==> src/rtl/fft_peak_detector.sv <==
// Peak-power bin tracker on the FFT output stream: one result beat per frame
// carrying the max re^2+im^2, its bin index and a frame-length error flag.
module fft_peak_detector #(
    parameter int unsigned NFFT_LOG2 = 10,
    parameter int unsigned DATA_W    = 16,
    parameter int unsigned USER_W    = 16
) (
    input  logic                  aclk,
    input  logic                  areset,
    input  logic [2*DATA_W-1:0]   s_axis_data_tdata,
    input  logic [USER_W-1:0]     s_axis_data_tuser,
    input  logic                  s_axis_data_tvalid,
    output logic                  s_axis_data_tready,
    input  logic                  s_axis_data_tlast,
    output logic [47:0]           m_axis_peak_tdata,
    output logic                  m_axis_peak_tuser,
    output logic                  m_axis_peak_tvalid,
    input  logic                  m_axis_peak_tready,
    output logic [15:0]           frame_count
);

    localparam int unsigned POW_W = 2 * DATA_W;
    localparam int unsigned CNT_W = NFFT_LOG2 + 1;
    localparam logic [CNT_W-1:0] FRAME_LEN = CNT_W'(1 << NFFT_LOG2);
    localparam logic [CNT_W-1:0] CNT_SAT   = FRAME_LEN + CNT_W'(1);

    logic                     accept_c;
    logic signed [DATA_W-1:0] re_c;
    logic signed [DATA_W-1:0] im_c;
    logic signed [POW_W-1:0]  re_sq_c;
    logic signed [POW_W-1:0]  im_sq_c;
    logic [CNT_W-1:0]         cnt_inc_c;
    logic [POW_W-1:0]         power_c;
    logic                     unused_tuser_hi;

    logic                 valid_s1;
    logic                 last_s1;
    logic                 err_s1;
    logic [POW_W-1:0]     re_sq_s1;
    logic [POW_W-1:0]     im_sq_s1;
    logic [NFFT_LOG2-1:0] idx_s1;
    logic [CNT_W-1:0]     beat_cnt;

    logic                 last_s2;
    logic                 err_s2;
    logic                 seen_beat;
    logic [POW_W-1:0]     max_pow;
    logic [NFFT_LOG2-1:0] max_idx;

    // Stall while a tlast is in flight or a result waits: one result outstanding at most.
    assign s_axis_data_tready = ~areset & ~m_axis_peak_tvalid & ~last_s1 & ~last_s2;
    assign accept_c           = s_axis_data_tvalid & s_axis_data_tready;

    assign re_c      = s_axis_data_tdata[DATA_W-1:0];
    assign im_c      = s_axis_data_tdata[2*DATA_W-1:DATA_W];
    assign re_sq_c   = POW_W'(re_c) * POW_W'(re_c);
    assign im_sq_c   = POW_W'(im_c) * POW_W'(im_c);
    assign cnt_inc_c = (beat_cnt == CNT_SAT) ? beat_cnt : beat_cnt + CNT_W'(1);
    assign power_c   = re_sq_s1 + im_sq_s1;

    assign unused_tuser_hi = ^s_axis_data_tuser[USER_W-1:NFFT_LOG2];

    // Stage 1: squares, index and frame-length verdict captured on accept.
    always_ff @(posedge aclk) begin
        if (areset) begin
            valid_s1 <= 1'b0;
            last_s1  <= 1'b0;
            err_s1   <= 1'b0;
            re_sq_s1 <= '0;
            im_sq_s1 <= '0;
            idx_s1   <= '0;
            beat_cnt <= '0;
        end else begin
            valid_s1 <= accept_c;
            last_s1  <= accept_c & s_axis_data_tlast;
            if (accept_c) begin
                re_sq_s1 <= re_sq_c;
                im_sq_s1 <= im_sq_c;
                idx_s1   <= s_axis_data_tuser[NFFT_LOG2-1:0];
                err_s1   <= (cnt_inc_c != FRAME_LEN);
                beat_cnt <= s_axis_data_tlast ? '0 : cnt_inc_c;
            end
        end
    end

    // Stage 2: running max; first beat loads unconditionally, ties keep the earlier bin.
    always_ff @(posedge aclk) begin
        if (areset) begin
            last_s2   <= 1'b0;
            err_s2    <= 1'b0;
            seen_beat <= 1'b0;
            max_pow   <= '0;
            max_idx   <= '0;
        end else begin
            last_s2 <= last_s1;
            if (valid_s1) begin
                err_s2    <= err_s1;
                seen_beat <= ~last_s1;
                if (!seen_beat || (power_c > max_pow)) begin
                    max_pow <= power_c;
                    max_idx <= idx_s1;
                end
            end
        end
    end

    // Stage 3: result register and output handshake.
    always_ff @(posedge aclk) begin
        if (areset) begin
            m_axis_peak_tvalid <= 1'b0;
            m_axis_peak_tdata  <= '0;
            m_axis_peak_tuser  <= 1'b0;
            frame_count        <= '0;
        end else begin
            if (m_axis_peak_tvalid && m_axis_peak_tready) begin
                m_axis_peak_tvalid <= 1'b0;
                frame_count        <= frame_count + 16'(1);
            end
            if (last_s2) begin
                m_axis_peak_tvalid <= 1'b1;
                m_axis_peak_tdata  <= {16'(max_idx), 32'(max_pow)};
                m_axis_peak_tuser  <= err_s2;
            end
        end
    end

endmodule

==> config.mk <==
export PLATFORM = sky130hd
export DESIGN_NAME = fft_peak_detector
export DESIGN_NICKNAME = d
export VERILOG_FILES = /design/src/rtl/fft_peak_detector.sv
export SDC_FILE = /design/constraint.sdc
export NUM_CORES = 2
export LEC_CHECK = 0
export CORE_MARGIN = 3
export CORE_UTILIZATION = 60
export DETAILED_ROUTE_END_ITERATION = 12
export GPL_ROUTABILITY_DRIVEN = 0
export MAX_ROUTING_LAYER = met4
export PLACE_DENSITY = 0.79
export REMOVE_ABC_BUFFERS = 1
export SETUP_SLACK_MARGIN = 0.5
export SYNTH_ARGS = -nofsm -noshare
export SYNTH_HDL_FRONTEND = slang
export SYNTH_SLANG_ARGS = --single-unit
==> constraint.sdc <==
create_clock -name aclk -period 11.28 [get_ports aclk]
set_input_delay 1.692 -clock aclk [delete_from_list [all_inputs] [get_ports aclk]]
set_output_delay 1.692 -clock aclk [all_outputs]
set_load 0.02 [all_outputs]
==> impl_metrics.tcl <==
set metrics [dict create \
    fp.coreArea_um2 44400 \
    endpoint "re_sq_s1[31]" \
    ys_ff_latch 191 \
    cp.required_ns 11.59 \
    antenna_cells 0 \
    cts_tree "built" \
    outcome "complete, no violations" \
    synth_ff_type "dfxtp_1" \
    cp.depth 20 \
    syn_to_final_growth_pct 7.48 \
    cts_sinks 191 \
    crit_type "in -> reg" \
    grt_max_degree 93 \
    critPathBufInv 4 \
    hold_ws_ns 0.458 \
    grt_first_pass_wirelength_um 102000 \
    num_rows 77 \
    design_area_um2 29100 \
    htree_levels 4 \
    period_share 0.794 \
    initialDrtViolationCount 1456 \
    grt_antenna_before_repair 0 \
    tns_ns 0 \
    worst_pin_slew_ns 0.930 \
    relSlewSlack 0.380 \
    drive_above_1_share 0.0277 \
    start_kind "primary input" \
    wirelength_um 59600 \
    drv_cap 0 \
    cts_hold_buffers 0 \
    path_cells "clkdlybuf4s50_1 > clkinv_1 > nor2_1 > fa_1 > fa_1 > inv_1 > fa_1 > fa_1 > fa_1 > fa_1 > inv_1 > ha_1 > a21o_1 > a21oi_1 > o21bai_1 > or3_1 > a211o_1 > nand3_1 > a21oi_1 > or3b_2" \
    ant_nets 0 \
    crit_fanout 23 \
    route.detailed.drc 0 \
    synth_async_sr_flop_share 0 \
    syn_area_per_cell_um2 8.75 \
    setup_viol 0 \
    grt_usage 0.267 \
    cts.clk_slew.worst_paths_ns 0.08 \
    path_common_cell "fa_1" \
    r2r_cells 18 \
    yosys.cell_types.count 80 \
    cpMaxStageDelayCell "clkdlybuf4s50_1" \
    ctsResizeCount 0 \
    die_x_um 219 \
    clock_latency_ns 0.45 \
    synth_cells 3098 \
    dieHeight_um 219 \
    ys_warn_count 0 \
    crit_start "s_axis_data_tdata[15]" \
    io_buffers 107 \
    fmax_ghz 0.112 \
    drv_slew 0 \
    reg2reg_from "re_sq_s1[16]" \
    finalCriticalPeriod_ns 8.96 \
    end_kind "flop" \
    initial_core_util 0.610 \
    wl_per_cell_um 16.0 \
    viasPerCell 5.58 \
    postPlaceCellArea_um2 28500 \
    synth_top_area_cell "fa_1" \
    finalCoreUtilization 0.656 \
    io-pin-count 120 \
    vias 20832 \
    synth_top_area_share 0.346 \
    fill_cells 3545 \
    hold_class "reg -> reg" \
    clock_path_buffers 2 \
    synthesis.area_um2 27100 \
    multiInputGateArea_um2 20200 \
    post-cts-setup-buffers 0 \
    synth_seq_area_share 0.141 \
    seqCellArea_um2 3820 \
    rsz0062_at_grt "no" \
    crit_family "adder cells" \
    ff2ff_setup_slack_ns 5.62 \
    dp_hpwl_um 48400 \
    slowest_delay_ns 1.06 \
    synthTopCellsByArea "fa_1 (35%), dfxtp_1 (14%), ha_1 (11%), inv_1 (9.5%), nand2_1 (4.8%)" \
    grt-ovfl-total 0 \
    timing.rr.end "max_pow[3]" \
    synthTopCellsByCount "inv_1 (689), fa_1 (469), nand2_1 (347)" \
    skew_ns 0.0151 \
    hold_viol 0 \
    fin_nets 3893 \
    cp.arrival_ns 9.27 \
    die-area_um2 47800 \
    yosysMostFrequentCell "inv_1" \
    cts_root_buf "clkbuf_16" \
    grt_pass1_vias 22285 \
    first_pass_iters 5 \
    cts_buffers 17 \
    synth_edf_count 0 \
]
metal layers:
metal  routed length [µm]  GRT usage  vias up
li1                     -          -     9698
met1                24900      0.339    10420
met2                30100      0.457      584
met3                 2990     0.0288      130
met4                 1550     0.0783        0
met5                    0          -        -
worst min path at each step:
stage / startpoint / end / depth (start not counted)
after global placement: idx_s1[3] / max_idx[3] / 2
final: idx_s1[0] / idx_s1[0] / 2
after floorplan: idx_s1[0] / max_idx[0] / 2
after detailed placement: idx_s1[0] / idx_s1[0] / 2
after global routing: idx_s1[0] / idx_s1[0] / 2
after CTS: idx_s1[0] / idx_s1[0] / 2
per-stage QoR:
step	setup slack (ns)	cells
after global placement	2.07	3703
after global routing	1.95	3735
final	2.32	3735
after floorplan	3.94	2991
after CTS	2.38	3735
after detailed placement	1.95	3703
registers in the layout (all words and copies together) (netlist names):
name / cells
m_axis_peak_tdata: 42
max_pow: 32
im_sq_s1: 31
re_sq_s1: 31
frame_count: 16
beat_cnt: 11
idx_s1: 10
max_idx: 10
err_s1: 1
err_s2: 1
last_s1: 1
last_s2: 1
m_axis_peak_tuser: 1
m_axis_peak_tvalid: 1
seen_beat: 1
valid_s1: 1
final cells by class:
| class | instances | share of cell area |
|---|---|---|
| Sequential cell | 191 | 0.131 |
| Multi-Input combinational cell | 2108 | 0.694 |
| Inverter | 692 | 0.0891 |
| Clock inverter | 14 | 0.00558 |
| Clock buffer | 18 | 0.0147 |
| Timing Repair Buffer | 120 | 0.0401 |
| Tap cell | 592 | 0.0254 |
logic make-up after synthesis:
logic type | after synthesis | share of synthesized area
flip-flops | 191 | 0.141
multiplexers | 51 | 0.0189
XOR/XNOR | 103 | 0.0333
AND/OR/NAND/NOR | 817 | 0.138
buffers and inverters | 804 | 0.115
other | 1 | 0.000138
AO/OA/AOI/OAI | 421 | 0.0967
adder cells (fa/ha/maj) | 710 | 0.458
cell usage in the layout, fill, tap and decap left out, types with 14 or more instances in the layout:
| master | Yosys | routed |
|---|---|---|
| inv_1 | 689 | 689 |
| fa_1 | 469 | 469 |
| nand2_1 | 347 | 346 |
| ha_1 | 241 | 241 |
| dfxtp_1 | 191 | 190 |
| nor2_1 | 187 | 187 |
| a21oi_1 | 181 | 180 |
| clkdlybuf4s50_1 | 0 | 106 |
| and2_1 | 84 | 84 |
| xnor2_1 | 66 | 66 |
| o21ai_0 | 60 | 60 |
| mux2i_1 | 50 | 50 |
| nand3_1 | 45 | 45 |
| xor2_1 | 37 | 37 |
| nor3_1 | 32 | 32 |
| a21o_1 | 27 | 27 |
| a211oi_1 | 25 | 25 |
| and3_1 | 25 | 25 |
| nand4_1 | 17 | 17 |
| clkbuf_16 | 0 | 17 |
| o211ai_1 | 16 | 16 |
| a31oi_1 | 16 | 16 |
| or3_1 | 16 | 16 |
| o21a_1 | 14 | 14 |
worst min-delay path: stages (launching register included):
cell and delay (ns):
dfxtp_1 0.32, nand2_1 0.05, a21oi_1 0.05
Power is not shown: default switching activity piles up to over one toggle a cycle in this logic, so the estimate is an artifact.
